File: config.mk
export PLATFORM = sky130hd
export DESIGN_NAME = axi4_lite_mul_responder_flat
export DESIGN_NICKNAME = d
export VERILOG_FILES = /design/src/rtl/axi4_lite_mul_responder_if.sv /design/src/rtl/axi4_lite_mul_responder.sv /design/src/flat_wrapper.sv
export SDC_FILE = /design/constraint.sdc
export NUM_CORES = 1
export LEC_CHECK = 0
export CAP_MARGIN = 20
export CORE_UTILIZATION = 55
export DETAILED_ROUTE_END_ITERATION = 16
export GPL_TIMING_DRIVEN = 0
export PLACE_DENSITY = 0.72
export SYNTH_ARGS = -nofsm -noshare
export SYNTH_HDL_FRONTEND = slang
export SYNTH_SLANG_ARGS = --single-unit
File: constraint.sdc
create_clock -name clk -period 11.4 [get_ports clk]
set_input_delay 2.28 -clock clk [delete_from_list [all_inputs] [get_ports clk]]
set_output_delay 2.28 -clock clk [all_outputs]
set_load 0.02 [all_outputs]
File: src/rtl/axi4_lite_mul_responder_if.sv
// AXI4-Lite channel bundle for the multiplier responder.
// Master drives requests, slave drives readies and responses.
interface axi4_lite_mul_responder_if #(
  parameter int ASZ = 4,
  parameter int DSZ = 8
);
  logic [ASZ-1:0] awaddr;
  logic           awvalid;
  logic           awready;
  logic [DSZ-1:0] wdata;
  logic           wvalid;
  logic           wready;
  logic           bresp;
  logic           bvalid;
  logic           bready;
  logic [ASZ-1:0] araddr;
  logic           arvalid;
  logic           arready;
  logic [DSZ-1:0] rdata;
  logic           rresp;
  logic           rvalid;
  logic           rready;

  modport master (
    output awaddr, awvalid, wdata, wvalid, bready,
    output araddr, arvalid, rready,
    input  awready, wready, bresp, bvalid,
    input  arready, rdata, rresp, rvalid
  );

  modport slave (
    input  awaddr, awvalid, wdata, wvalid, bready,
    input  araddr, arvalid, rready,
    output awready, wready, bresp, bvalid,
    output arready, rdata, rresp, rvalid
  );
endinterface

File: src/rtl/axi4_lite_mul_responder.sv
// AXI4-Lite responder: byte-mapped operands A, B and product P.
// Product computed by a shift-add multiplier, one bit per cycle.
module axi4_lite_mul_responder #(
  parameter int SZ  = 32,
  parameter int DSZ = 8,
  parameter int ASZ = 4
) (
  input  logic                        clk,
  input  logic                        _rst,
  axi4_lite_mul_responder_if.slave    bus,
  output logic                        busy
);
  localparam int K  = SZ / DSZ;
  localparam int CW = $clog2(SZ);

  typedef enum logic {IDLE, RUN} state_e;

  state_e          state_q, state_d;
  logic            rdy_q, rdy_d;
  logic            aw_held_q, aw_held_d;
  logic [ASZ-1:0]  aw_addr_q, aw_addr_d;
  logic            w_held_q, w_held_d;
  logic [DSZ-1:0]  w_data_q, w_data_d;
  logic            bvalid_q, bvalid_d;
  logic            bresp_q, bresp_d;
  logic            rvalid_q, rvalid_d;
  logic [DSZ-1:0]  rdata_q, rdata_d;
  logic            rresp_q, rresp_d;
  logic [SZ-1:0]   a_q, a_d;
  logic [SZ-1:0]   b_q, b_d;
  logic [2*SZ-1:0] p_q, p_d;
  logic [2*SZ-1:0] acc_q, acc_d;
  logic [CW-1:0]   cnt_q, cnt_d;

  logic            start;
  logic [31:0]     wa, ra;
  logic            p_hit;
  logic [4*SZ-1:0] regs;
  logic [2*SZ-1:0] addend;

  assign wa    = 32'(aw_addr_q);
  assign ra    = 32'(bus.araddr);
  assign p_hit = (ra >= 32'(2*K)) && (ra < 32'(4*K));
  assign regs  = {p_q, b_q, a_q};
  assign busy  = (state_q == RUN);

  assign bus.awready = rdy_q & ~aw_held_q & ~bvalid_q;
  assign bus.wready  = rdy_q & ~w_held_q & ~bvalid_q;
  assign bus.bvalid  = bvalid_q;
  assign bus.bresp   = bresp_q;
  assign bus.arready = rdy_q & ~rvalid_q & ~(p_hit & busy);
  assign bus.rvalid  = rvalid_q;
  assign bus.rdata   = rdata_q;
  assign bus.rresp   = rresp_q;

  // Channel handshakes, register writes and multiplier stepping.
  always_comb begin
    state_d   = state_q;
    rdy_d     = 1'b1;
    aw_held_d = aw_held_q;
    aw_addr_d = aw_addr_q;
    w_held_d  = w_held_q;
    w_data_d  = w_data_q;
    bvalid_d  = bvalid_q;
    bresp_d   = bresp_q;
    rvalid_d  = rvalid_q;
    rdata_d   = rdata_q;
    rresp_d   = rresp_q;
    a_d       = a_q;
    b_d       = b_q;
    p_d       = p_q;
    acc_d     = acc_q;
    cnt_d     = cnt_q;
    start     = 1'b0;
    addend    = '0;

    if (bus.awvalid && bus.awready) begin
      aw_held_d = 1'b1;
      aw_addr_d = bus.awaddr;
    end
    if (bus.wvalid && bus.wready) begin
      w_held_d = 1'b1;
      w_data_d = bus.wdata;
    end

    if (bvalid_q && bus.bready) begin
      bvalid_d = 1'b0;
      bresp_d  = 1'b0;
    end else if (aw_held_q && w_held_q && !bvalid_q) begin
      aw_held_d = 1'b0;
      w_held_d  = 1'b0;
      bvalid_d  = 1'b1;
      if (wa < 32'(K)) begin
        a_d[wa*DSZ +: DSZ] = w_data_q;
        bresp_d = 1'b1;
        start   = 1'b1;
      end else if (wa < 32'(2*K)) begin
        b_d[(wa-32'(K))*DSZ +: DSZ] = w_data_q;
        bresp_d = 1'b1;
        start   = 1'b1;
      end else begin
        bresp_d = 1'b0;
      end
    end

    if (rvalid_q && bus.rready) begin
      rvalid_d = 1'b0;
    end else if (bus.arvalid && bus.arready) begin
      rvalid_d = 1'b1;
      if (ra < 32'(4*K)) begin
        rdata_d = regs[ra*DSZ +: DSZ];
        rresp_d = 1'b1;
      end else begin
        rdata_d = '0;
        rresp_d = 1'b0;
      end
    end

    unique case (state_q)
      IDLE: ;
      RUN: begin
        if (a_q[cnt_q]) addend = {{SZ{1'b0}}, b_q} << cnt_q;
        acc_d = acc_q + addend;
        cnt_d = cnt_q + CW'(1);
        if (cnt_q == CW'(SZ-1)) begin
          p_d     = acc_d;
          state_d = IDLE;
        end
      end
      default: state_d = IDLE;
    endcase

    if (start) begin
      state_d = RUN;
      cnt_d   = '0;
      acc_d   = '0;
    end
  end

  // State register with asynchronous active-low clear.
  always_ff @(posedge clk or negedge _rst) begin
    if (!_rst) begin
      state_q   <= IDLE;
      rdy_q     <= 1'b0;
      aw_held_q <= 1'b0;
      aw_addr_q <= '0;
      w_held_q  <= 1'b0;
      w_data_q  <= '0;
      bvalid_q  <= 1'b0;
      bresp_q   <= 1'b0;
      rvalid_q  <= 1'b0;
      rdata_q   <= '0;
      rresp_q   <= 1'b0;
      a_q       <= '0;
      b_q       <= '0;
      p_q       <= '0;
      acc_q     <= '0;
      cnt_q     <= '0;
    end else begin
      state_q   <= state_d;
      rdy_q     <= rdy_d;
      aw_held_q <= aw_held_d;
      aw_addr_q <= aw_addr_d;
      w_held_q  <= w_held_d;
      w_data_q  <= w_data_d;
      bvalid_q  <= bvalid_d;
      bresp_q   <= bresp_d;
      rvalid_q  <= rvalid_d;
      rdata_q   <= rdata_d;
      rresp_q   <= rresp_d;
      a_q       <= a_d;
      b_q       <= b_d;
      p_q       <= p_d;
      acc_q     <= acc_d;
      cnt_q     <= cnt_d;
    end
  end
endmodule

File: src/flat_wrapper.sv
// flat-port wrapper written by rule: the top's interface ports become plain ports
module axi4_lite_mul_responder_flat 
#(
  parameter int SZ  = 32,
  parameter int DSZ = 8,
  parameter int ASZ = 4
)
  (clk, _rst, busy, bus_awaddr, bus_awvalid, bus_wdata, bus_wvalid, bus_bready, bus_araddr, bus_arvalid, bus_rready, bus_awready, bus_wready, bus_bresp, bus_bvalid, bus_arready, bus_rdata, bus_rresp, bus_rvalid);
  axi4_lite_mul_responder_if #(.ASZ(ASZ), .DSZ(DSZ)) bus_i ();
  input  logic clk;
  input  logic _rst;
  output logic busy;
  input wire logic [$bits(bus_i.awaddr)-1:0] bus_awaddr;
  input wire logic [$bits(bus_i.awvalid)-1:0] bus_awvalid;
  input wire logic [$bits(bus_i.wdata)-1:0] bus_wdata;
  input wire logic [$bits(bus_i.wvalid)-1:0] bus_wvalid;
  input wire logic [$bits(bus_i.bready)-1:0] bus_bready;
  input wire logic [$bits(bus_i.araddr)-1:0] bus_araddr;
  input wire logic [$bits(bus_i.arvalid)-1:0] bus_arvalid;
  input wire logic [$bits(bus_i.rready)-1:0] bus_rready;
  output wire logic [$bits(bus_i.awready)-1:0] bus_awready;
  output wire logic [$bits(bus_i.wready)-1:0] bus_wready;
  output wire logic [$bits(bus_i.bresp)-1:0] bus_bresp;
  output wire logic [$bits(bus_i.bvalid)-1:0] bus_bvalid;
  output wire logic [$bits(bus_i.arready)-1:0] bus_arready;
  output wire logic [$bits(bus_i.rdata)-1:0] bus_rdata;
  output wire logic [$bits(bus_i.rresp)-1:0] bus_rresp;
  output wire logic [$bits(bus_i.rvalid)-1:0] bus_rvalid;
  assign bus_i.awaddr = bus_awaddr;
  assign bus_i.awvalid = bus_awvalid;
  assign bus_i.wdata = bus_wdata;
  assign bus_i.wvalid = bus_wvalid;
  assign bus_i.bready = bus_bready;
  assign bus_i.araddr = bus_araddr;
  assign bus_i.arvalid = bus_arvalid;
  assign bus_i.rready = bus_rready;
  assign bus_awready = bus_i.awready;
  assign bus_wready = bus_i.wready;
  assign bus_bresp = bus_i.bresp;
  assign bus_bvalid = bus_i.bvalid;
  assign bus_arready = bus_i.arready;
  assign bus_rdata = bus_i.rdata;
  assign bus_rresp = bus_i.rresp;
  assign bus_rvalid = bus_i.rvalid;
  axi4_lite_mul_responder #(.SZ(SZ), .DSZ(DSZ), .ASZ(ASZ)) u_core (.clk(clk), ._rst(_rst), .bus(bus_i), .busy(busy));
endmodule
==> run_results.csv, run 1 <==
group,metric,value,unit
run_status,status,"finished clean",
floorplan,core_area,28940,µm²
setup_path,path_cells,"buf_2 -> buf_2 -> buf_2 -> clkbuf_1 -> clkbuf_1 -> nor2_1 -> mux2i_1 -> mux2i_1 -> nor2b_1 -> ha_1 -> buf_2 -> a21o_1 -> a21o_1 -> a21o_1 -> a211oi_1 -> o2111a_1 -> nor2_2 -> a21oi_1 -> o21ai_0 -> xnor2_1 -> o21ai_0",
setup_path,slowest_delay,0.68,ns
detailed_routing,drc_errors,0,
power,switchingPower,1.281,mW
cells_and_area,layout-area-overhead-vs-synth,10.86,%
logic_synthesis,synth_edf_count,0,
clock_network,h-tree-depth,1,
timing,period_share,0.5936,
power,p_total,3.122,mW
placed_design,dp_cells,2146,
power,switching_share,0.4102,
setup_path,required,11.82,ns
logic_synthesis,async_flop_share,1.000,
detailed_routing,drt_wl_total,50.07,mm
clock_network,cts.repair.resized,0,
grt,antenna_found_initial,0,
floorplan,dieWidth,174.1,µm
run,maxCapViolations,0,
detailed_routing,vias,13993,
power,p_leak,8.479,nW
setup_path,critPathLaunchType,"flop",
floorplan,num_io_pins,39,
setup_path,setup.worst_path.end_class,"flop",
grt,grt_usage,0.3343,
logic_synthesis,synth_cells,1726,
floorplan,die_height,174.1,µm
timing,tightest_slew,0.9814,ns
timing,fin_crit,6.767,ns
clock_network,tritoncts.num_buffers,27,
grt,grt_pass1_vias,13599,
worst_hold_path,hp-class,"reg2reg",
grt,grt_max_degree,115,
clock_network,ctsHoldBuffers,0,
timing,slew_violations,0,
power,internal_power,1.841,mW
detailed_routing,dr.pass1.iters,6,
timing,setup_viol,0,
clock_network,tritoncts,"yes",
logic_synthesis,synth-seq-cells,225,
placed_design,post-dp-hpwl,38.67,mm
timing,hold_viol_final,0,
logic_synthesis,syn_nets,1827,
floorplan,start_util,0.5632,
clock_network,cts-root-buf,"clkbuf_16",
placed_design,port_buffers,35,
floorplan,dieArea,30320,µm²
logic_synthesis,ys_types,75,
setup_path,crit_top_cell,"buf_2",
setup_path,slowest_stage,"a211oi_1",
cells_and_area,instances_no_fill,2195,
placed_design,post-place-ws,4.965,ns
worst_hold_path,holdCritStartpoint,"u_core.bus.rresp$_DFFE_PN0P_",
cells_and_area,layout.nets,1892,
setup_path,worstPathArrival,7.19,ns
logic_synthesis,syn_area,16300,µm²
detailed_routing,wl_per_cell,22.81,µm
timing,finalWorstSetupSlack,4.633,ns
clock_network,clk_pin_slew,0.06,ns
timing,clock_skew,0.02778,ns
clock_network,cts_setup_buffers,0,
placed_design,place_congestion,1.000,
timing,tns,0,ns
clock_network,clock_sinks,225,
cells_and_area,final_common_cell,"dfrtp_1",
clock_network,cts_buffer_depth,3,
logic_synthesis,ys_seq_area_frac,0.3455,
detailed_routing,drtIter0Drc,1470,
logic_synthesis,yosys_warnings,0,
cells_and_area,n_antenna_cell,0,
cells_and_area,drive_above_1_share,0.1375,
cells_and_area,mostFrequentLayoutCells,"dfrtp_1, nor2_1, nand2_1",
power,clkPwrFrac,0.286,
setup_path,crit_start,"u_core.cnt_q[1]$_DFFE_PN0P_",
setup_path,r2r-start,"u_core.cnt_q[1]$_DFFE_PN0P_",
clock_network,clock_latency,0.58,ns
floorplan,rows,62,
detailed_routing,viasPerCell,6.375,
power,peakVddDrop,0.1635,mV
logic_synthesis,postSynthAreaPerCell,9.441,µm²
grt,grt_pass1_wl,78.42,mm
setup_path,path_max_fanout,10,
setup_path,path_class,"reg2reg",
power,power_density,172.8,nW/µm²
timing,max_freq,147.8,MHz
power,pwr-share-seq,0.322,
power,combPwrFrac,0.393,
logic_synthesis,synth_ff_type,"dfrtp_1",
grt,overflow,0,
timing,relSlewSlack,0.3433,
detailed_routing,drtAntennaViolNets,0,
timing,grt_setup_unrepaired,"false",
synthesized netlist by cell type, types with 45 or more instances:
cell type	instances	area, µm²
mux2_2	95	1070
a21oi_1	107	535.5
mux2i_1	91	910.9
a21o_1	45	337.8
ha_1	76	950.9
dfrtp_1	225	5630
o21ai_0	111	555.5
nand2_1	163	611.8
mux4_2	66	1486
inv_1	59	221.5
nor2_1	189	709.4
clkbuf_1	84	315.3
layout make-up:
| cell class | count | area, µm² |
|---|---|---|
| sequential | 225 | 5630 |
| fill | 2474 | 10870 |
| tap | 384 | 480.5 |
| multi-input combinational | 1321 | 9967 |
| clock inverter | 17 | 192.7 |
| inverter | 62 | 232.7 |
| timing repair buffer | 36 | 382.9 |
| buffer | 118 | 465.4 |
| clock buffer | 32 | 714.4 |
power by group through the flow:
stage	clock (mW)	sequential, mW	combinational [mW]
floorplan	0	0.977	0.856
global placement	0	1.01	1.18
detailed placement	0	1.02	1.20
CTS	0.900	1.00	1.21
global route	0.929	1.01	1.33
finish	0.892	1.00	1.23
cell families after synthesis:
group,synth area share
AND/OR/NAND/NOR,0.1539
AO/OA/AOI/OAI,0.1425
multiplexers,0.2192
flip-flops,0.3455
buffers and inverters,0.04284
adder cells (fa/ha/maj),0.06081
XOR/XNOR,0.03494
other,0.0002301
registers in the layout, indices dropped and copies added, names as in the netlist:
signal / flops
u_core.a_q: 32
u_core.busy: 1
u_core.w_data_q: 8
u_core.bus.bresp: 1
u_core.bus.rvalid: 1
u_core.bus.rdata: 8
u_core.b_q: 32
u_core.aw_held_q: 1
u_core.cnt_q: 5
u_core.bus.rresp: 1
u_core.p_q: 64
u_core.aw_addr_q: 4
u_core.acc_q: 64
u_core.rdy_q: 1
u_core.bus.bvalid: 1
u_core.w_held_q: 1
critical path: cells and delay by family, from the launching register on:
kind,cells,cell delay (ns)
AO/OA/AOI/OAI,8,2.46
buffers and inverters,6,2.00
multiplexers,2,0.67
AND/OR/NAND/NOR,3,0.53
flip-flops,1,0.35
XOR/XNOR,1,0.30
adder cells (fa/ha/maj),1,0.28
stage by stage:
stage	util	area, µm²	hold slack [ns]
2_1_floorplan	-	16300	0.4446
3_3_place_gp	0.5919	17130	0.4534
3_5_place_dp	0.5930	17160	0.4577
4_1_cts	0.6244	18070	0.4760
5_1_grt	0.6244	18070	0.4872
6_report	0.6244	18070	0.4766
final timing paths:
check                                          endpoint  slack, ns  cells after the start
min                        u_core.bus.rresp$_DFFE_PN0P_       0.48                      1
max reg2reg                  u_core.p_q[52]$_DFFE_PN0P_       4.63                     21
max                          u_core.p_q[52]$_DFFE_PN0P_       4.63                     21
min in group asynchronous     u_core.p_q[6]$_DFFE_PN0P_       1.76                      1
max in group asynchronous  u_core.acc_q[60]$_DFFE_PN0P_       8.62                      2
min reg2reg                u_core.bus.rresp$_DFFE_PN0P_       0.48                      1
routing by layer:
metal  track usage  wire length [µm]  vias to the layer above
met5             0                 0                        -
li1              -                 -                     6367
met3       0.03959              3446                      113
met2        0.5380             23080                      612
met1        0.4677             21590                     6901
met4        0.1170              1964                        0
(Power assumes the default switching activity.)
==> run 2, diff against run 1 <==
==> constraint.sdc (replaced) <==
create_clock -name clk -period 6.5 [get_ports clk]
set_input_delay 1.3 -clock clk [delete_from_list [all_inputs] [get_ports clk]]
set_output_delay 1.3 -clock clk [all_outputs]
set_load 0.02 [all_outputs]
==> run 2 against run 1 <==
  * Via count is 0.22% higher
  * Cell count is the same
  * Clock power up 76%
  * Critical path type unchanged
  * Largest cell class unchanged
==> run_results.csv, run 2 (synthesis gave the netlist of run 1 again) <==
group,metric,value,unit
run_status,status,"finished clean",
placed_design,place_congestion,1.000,
cells_and_area,reg.largest.list,"u_core.acc_q: 64 flops, u_core.p_q: 64 flops",
grt,overflow,0,
setup_path,critPathLaunchType,"flop",
grt,grt_pass1_vias,13599,
timing,max_freq,159.3,MHz
timing,hold_viol_final,0,
cells_and_area,layout.nets,1892,
cells_and_area,drive_above_1_share,0.1414,
cells_and_area,layout-area-overhead-vs-synth,11.06,%
clock_network,clock_latency,0.58,ns
power,combPwrFrac,0.393,
clock_network,h-tree-depth,1,
setup_path,path_class,"reg2reg",
setup_path,worstPathArrival,6.73,ns
clock_network,clk_pin_slew,0.06,ns
floorplan,dieArea,30320,µm²
worst_hold_path,hp-class,"reg2reg",
detailed_routing,viasPerCell,6.389,
cells_and_area,final_common_cell,"dfrtp_1",
floorplan,core_area,28940,µm²
timing,slew_violations,0,
timing,finalWorstSetupSlack,0.2213,ns
grt,grt_pass1_wl,78.42,mm
power,power_density,302.8,nW/µm²
timing,period_share,0.9660,
power,switchingPower,2.250,mW
floorplan,rows,62,
grt,grt_max_degree,115,
cells_and_area,instances_no_fill,2195,
placed_design,port_buffers,35,
detailed_routing,vias,14024,
timing,relSlewSlack,0.3425,
grt,met2_usage,0.5380,
power,switching_share,0.4106,
cells_and_area,postLayoutCellArea,18100,µm²
timing,setup_viol,0,
run,maxCapViolations,0,
grt,gr-usage-met1,0.4677,
clock_network,tritoncts.num_buffers,27,
power,pwr-share-seq,0.322,
power,peakVddDrop,0.2855,mV
cells_and_area,mostFrequentLayoutCells,"dfrtp_1, nor2_1, nand2_1",
power,clkPwrFrac,0.286,
clock_network,cts_buffer_depth,3,
grt,antenna_found_initial,0,
timing,clock_skew,0.02830,ns
floorplan,num_io_pins,39,
timing,tightest_slew,0.9826,ns
setup_path,required,6.95,ns
detailed_routing,drtAntennaViolNets,0,
detailed_routing,dr.pass1.iters,6,
cells_and_area,n_antenna_cell,0,
floorplan,dieWidth,174.1,µm
timing,grt_setup_unrepaired,"false",
clock_network,clock_sinks,225,
placed_design,post-place-ws,0.06505,ns
power,p_leak,8.493,nW
grt,top_usage_layer,"met2",
detailed_routing,drt_wl_total,50.19,mm
grt,grt_usage,0.3343,
detailed_routing,drc_errors,0,
grt,grt_util_met3,0.03959,
clock_network,tritoncts,"yes",
setup_path,setup.worst_path.end_class,"flop",
power,internal_power,3.230,mW
floorplan,start_util,0.5632,
clock_network,cts-root-buf,"clkbuf_16",
timing,fin_crit,6.279,ns
placed_design,placed_area,17160,µm²
setup_path,path_max_fanout,10,
clock_network,cts_setup_buffers,0,
placed_design,dp_cells,2146,
timing,tns,0,ns
power,p_total,5.480,mW
detailed_routing,wl_per_cell,22.87,µm
floorplan,die_height,174.1,µm
placed_design,post-dp-hpwl,38.67,mm
detailed_routing,drtIter0Drc,1537,
run 2: cell counts in the layout (fill, tap and decap cells not counted):
No cell type changed its count.
run 2: what timing repair did:
item | 4_1_cts | 5_1_grt
hold buffers | 0 | 0
gates resized for setup | 0 | 8
hold endpoints to repair | 0 | 0
setup endpoints to repair | 0 | 27
run 2: per-stage QoR:
| step | util | hold WS [ns] |
|---|---|---|
| 2_1_floorplan | - | 0.4446 |
| 3_3_place_gp | 0.5919 | 0.4534 |
| 3_5_place_dp | 0.5930 | 0.4577 |
| 4_1_cts | 0.6244 | 0.4760 |
| 5_1_grt | 0.6254 | 0.4872 |
| 6_report | 0.6254 | 0.4767 |
run 2: routing by layer:
metal | vias to the layer above | share of wire | wire [µm]
li1 | 6370 | - | -
met5 | - | 0 | 0
met1 | 6960 | 0.43 | 21640
met2 | 582 | 0.46 | 23240
met4 | 0 | 0.039 | 1938
met3 | 112 | 0.067 | 3378
run 2: final timing paths:
kind	startpoint	to	slack [ns]	cells past startpoint
min in group asynchronous	_rst	u_core.p_q[6]$_DFFE_PN0P_	0.78	1
setup / recovery	u_core.cnt_q[0]$_DFFE_PN0P_	u_core.acc_q[58]$_DFFE_PN0P_	0.22	20
max in group asynchronous	_rst	u_core.b_q[25]$_DFFE_PN0P_	4.69	2
hold reg to reg	u_core.bus.rresp$_DFFE_PN0P_	u_core.bus.rresp$_DFFE_PN0P_	0.48	1
hold / removal	u_core.bus.rresp$_DFFE_PN0P_	u_core.bus.rresp$_DFFE_PN0P_	0.48	1
setup reg to reg	u_core.cnt_q[0]$_DFFE_PN0P_	u_core.acc_q[58]$_DFFE_PN0P_	0.22	20
run 2: area by class of cell:
class | count | area (µm²)
Buffer | 118 | 466.7
Clock buffer | 32 | 714.4
Clock inverter | 17 | 192.7
Fill cell | 2466 | 10840
Inverter | 62 | 232.7
Multi-Input combinational cell | 1321 | 9997
Sequential cell | 225 | 5630
Tap cell | 384 | 480.5
Timing Repair Buffer | 36 | 382.9
run 2: critical path, stage by stage, from the launching register on:
cell and delay [ns]:
dfrtp_1 0.40, buf_2 0.26, buf_2 0.34, buf_1 0.51
mux2_2 0.41, o21ai_0 0.24, nor2_1 0.07, a21oi_1 0.32
mux2_2 0.27, nor2_1 0.09, ha_1 0.42, and4_1 0.29
and2_1 0.18, a21boi_0 0.38, nor3b_2 0.43, o21ai_1 0.23
a21oi_2 0.37, o211ai_1 0.23, a21oi_1 0.28, mux2i_1 0.11
a311o_1 0.32
run 2: power groups by stage:
stage | clock, mW | combinational, mW | sequential [mW]
global placement | 0 | 2.07 | 1.78
CTS | 1.58 | 2.12 | 1.76
detailed placement | 0 | 2.10 | 1.78
finish | 1.57 | 2.15 | 1.76
global route | 1.63 | 2.34 | 1.78
floorplan | 0 | 1.50 | 1.71
==> run 3, diff against run 2 <==
--- a/config.mk
+++ b/config.mk
@@ -5,11 +5,12 @@
 export SDC_FILE = /design/constraint.sdc
 export NUM_CORES = 1
 export LEC_CHECK = 0
+export ABC_CLOCK_PERIOD_IN_PS = 6500
 export CAP_MARGIN = 20
 export CORE_UTILIZATION = 55
 export DETAILED_ROUTE_END_ITERATION = 16
 export GPL_TIMING_DRIVEN = 0
-export PLACE_DENSITY = 0.72
+export PLACE_DENSITY = 0.76
 export SYNTH_ARGS = -nofsm -noshare
 export SYNTH_HDL_FRONTEND = slang
 export SYNTH_SLANG_ARGS = --single-unit
==> run 3 against run 2 <==
  * Register-to-register slack better by 0.03 ns
  * Combinational power hardly changed
  * Die area unchanged
  * Global-route usage grew 0.23 points
  * Fmax up 0.47%
  * Largest cell class unchanged
  * Largest power group unchanged
==> run_results.csv, run 3 (synthesis gave the netlist of run 1 again) <==
group,metric,value,unit
clock_network,clock_latency,0.55,ns
power,peakVddDrop,0.3970,mV
detailed_routing,drc_errors,0,
power,p_total,5.555,mW
cells_and_area,mostFrequentLayoutCells,"dfrtp_1, nor2_1, nand2_1",
setup_path,slowest_delay,0.57,ns
setup_path,path_class,"reg2reg",
cells_and_area,reg.largest.list,"u_core.acc_q: 64 flops, u_core.p_q: 64 flops",
power,p_leak,8.506,nW
run,maxCapViolations,0,
floorplan,rows,62,
clock_network,ctsHoldBuffers,0,
setup_path,worstPathArrival,6.65,ns
timing,tightest_slew,1.017,ns
cells_and_area,layout.nets,1890,
placed_design,post-dp-hpwl,38.87,mm
cells_and_area,postLayoutCellArea,18130,µm²
timing,period_share,0.9615,
run_status,status,"finished clean",
clock_network,cts_buffer_depth,3,
grt,antenna_found_initial,0,
grt,grt_usage,0.3366,
cells_and_area,layout-area-overhead-vs-synth,11.28,%
placed_design,dp_cells,2146,
detailed_routing,drtIter0Drc,1518,
detailed_routing,wl_per_cell,23.04,µm
clock_network,h-tree-depth,1,
cells_and_area,final_common_cell,"dfrtp_1",
timing,hold_viol_final,0,
setup_path,path_max_fanout,10,
detailed_routing,drt_wl_total,50.51,mm
grt,grt_pass1_wl,78.78,mm
setup_path,slowest_stage,"buf_1",
detailed_routing,dr.pass1.iters,5,
floorplan,start_util,0.5632,
cells_and_area,instances_no_fill,2192,
clock_network,clock_sinks,225,
placed_design,placed_area,17160,µm²
clock_network,cts_setup_buffers,0,
setup_path,required,6.90,ns
timing,grt_setup_unrepaired,"false",
clock_network,clk_pin_slew,0.07,ns
timing,slew_violations,0,
floorplan,core_area,28940,µm²
cells_and_area,n_antenna_cell,0,
timing,relSlewSlack,0.3221,
floorplan,die_height,174.1,µm
clock_network,tritoncts.num_buffers,25,
grt,overflow,0,
floorplan,dieArea,30320,µm²
worst_hold_path,hp-class,"reg2reg",
setup_path,setup.worst_path.end_class,"flop",
floorplan,dieWidth,174.1,µm
timing,clock_skew,0.02050,ns
clock_network,tritoncts,"yes",
timing,timing.hold.ws,0.4691,ns
setup_path,path_cells,"buf_2 -> buf_2 -> buf_1 -> mux2i_1 -> nor2_1 -> mux2i_1 -> mux2i_1 -> nor2b_1 -> ha_1 -> buf_2 -> a21o_1 -> a311oi_1 -> o221ai_1 -> o21ai_1 -> a21oi_1 -> o211ai_1 -> nand2_1 -> xnor2_1 -> o21ai_0",
timing,fin_crit,6.250,ns
clock_network,cts-root-buf,"clkbuf_16",
detailed_routing,drtAntennaViolNets,0,
floorplan,num_io_pins,39,
detailed_routing,viasPerCell,6.395,
timing,setup_viol,0,
power,power_density,306.3,nW/µm²
grt,grt_pass1_vias,13695,
cells_and_area,drive_above_1_share,0.1399,
placed_design,place_congestion,0.9810,
setup_path,critPathLaunchType,"flop",
timing,max_freq,160.0,MHz
placed_design,port_buffers,35,
clock_network,cts.repair.resized,0,
grt,grt_max_degree,118,
cells_and_area,num-fill-cells,2459,
detailed_routing,vias,14018,
run 3: cell count changes in the layout (fill, tap and decap cells not counted), sizes merged:
cell,before,now
clkbuf,117,119
buf,35,34
clkinvlp,1,0
clkinv,14,7
bufinv,3,7
run 3: layer usage:
| layer | global-route usage | vias up | part of all wire | wire length (µm) |
|---|---|---|---|---|
| met1 | 0.4696 | 6917 | 0.43 | 21490 |
| li1 | - | 6376 | - | - |
| met2 | 0.5382 | 603 | 0.46 | 23020 |
| met4 | 0.1228 | 0 | 0.043 | 2154 |
| met3 | 0.04418 | 122 | 0.076 | 3849 |
| met5 | 0 | - | 0 | 0 |
run 3: critical path, delay by kind of cell (launching register included):
family / cells / cell delay, ns
and+or+nand+nor: 3 / 0.84
adders and majority gates: 1 / 0.29
AOI/OAI and AO/OA: 7 / 2.11
buffers and inverters: 4 / 1.30
xor gates and xnor gates: 1 / 0.33
muxes: 3 / 0.80
DFF: 1 / 0.41
run 3: power by group:
group | switching (mW) | internal [mW] | total, mW
combinational | 1.40 | 0.752 | 2.16
clock | 0.611 | 1.02 | 1.63
sequential | 0.200 | 1.57 | 1.77
total | 2.21 | 3.34 | 5.55
run 3: stage by stage:
stage	utilization	worst slack, ns	TNS [ns]
after global placement	0.5919	-5.455	-1222.39
after CTS	0.6254	0.1116	0
after global routing	0.6267	0.005126	0
after detailed placement	0.5930	0.1685	0
final	0.6267	0.2505	0
after floorplan	-	1.712	0
run 3: path summary, 6_finish.rpt:
check	startpoint	end	slack, ns	depth (start not counted)
min in group asynchronous	_rst	u_core.acc_q[15]$_DFFE_PN0P_	0.79	1
max in group asynchronous	_rst	u_core.acc_q[52]$_DFFE_PN0P_	4.64	2
hold reg to reg	u_core.bus.rresp$_DFFE_PN0P_	u_core.bus.rresp$_DFFE_PN0P_	0.47	1
setup / recovery	u_core.cnt_q[0]$_DFFE_PN0P_	u_core.p_q[54]$_DFFE_PN0P_	0.25	19
setup reg to reg	u_core.cnt_q[0]$_DFFE_PN0P_	u_core.p_q[54]$_DFFE_PN0P_	0.25	19
hold / removal	u_core.bus.rresp$_DFFE_PN0P_	u_core.bus.rresp$_DFFE_PN0P_	0.47	1
run 3: cell type report:
class                           count  area (µm²)  share of cell area
Inverter                           62       232.7             0.01283
Clock inverter                     13       251.5             0.01387
Tap cell                          384       480.5             0.02650
Buffer                            118       467.9             0.02581
Clock buffer                       33       685.7             0.03781
Multi-Input combinational cell   1321       10000              0.5516
Sequential cell                   225        5630              0.3105
Timing Repair Buffer               36       382.9             0.02111
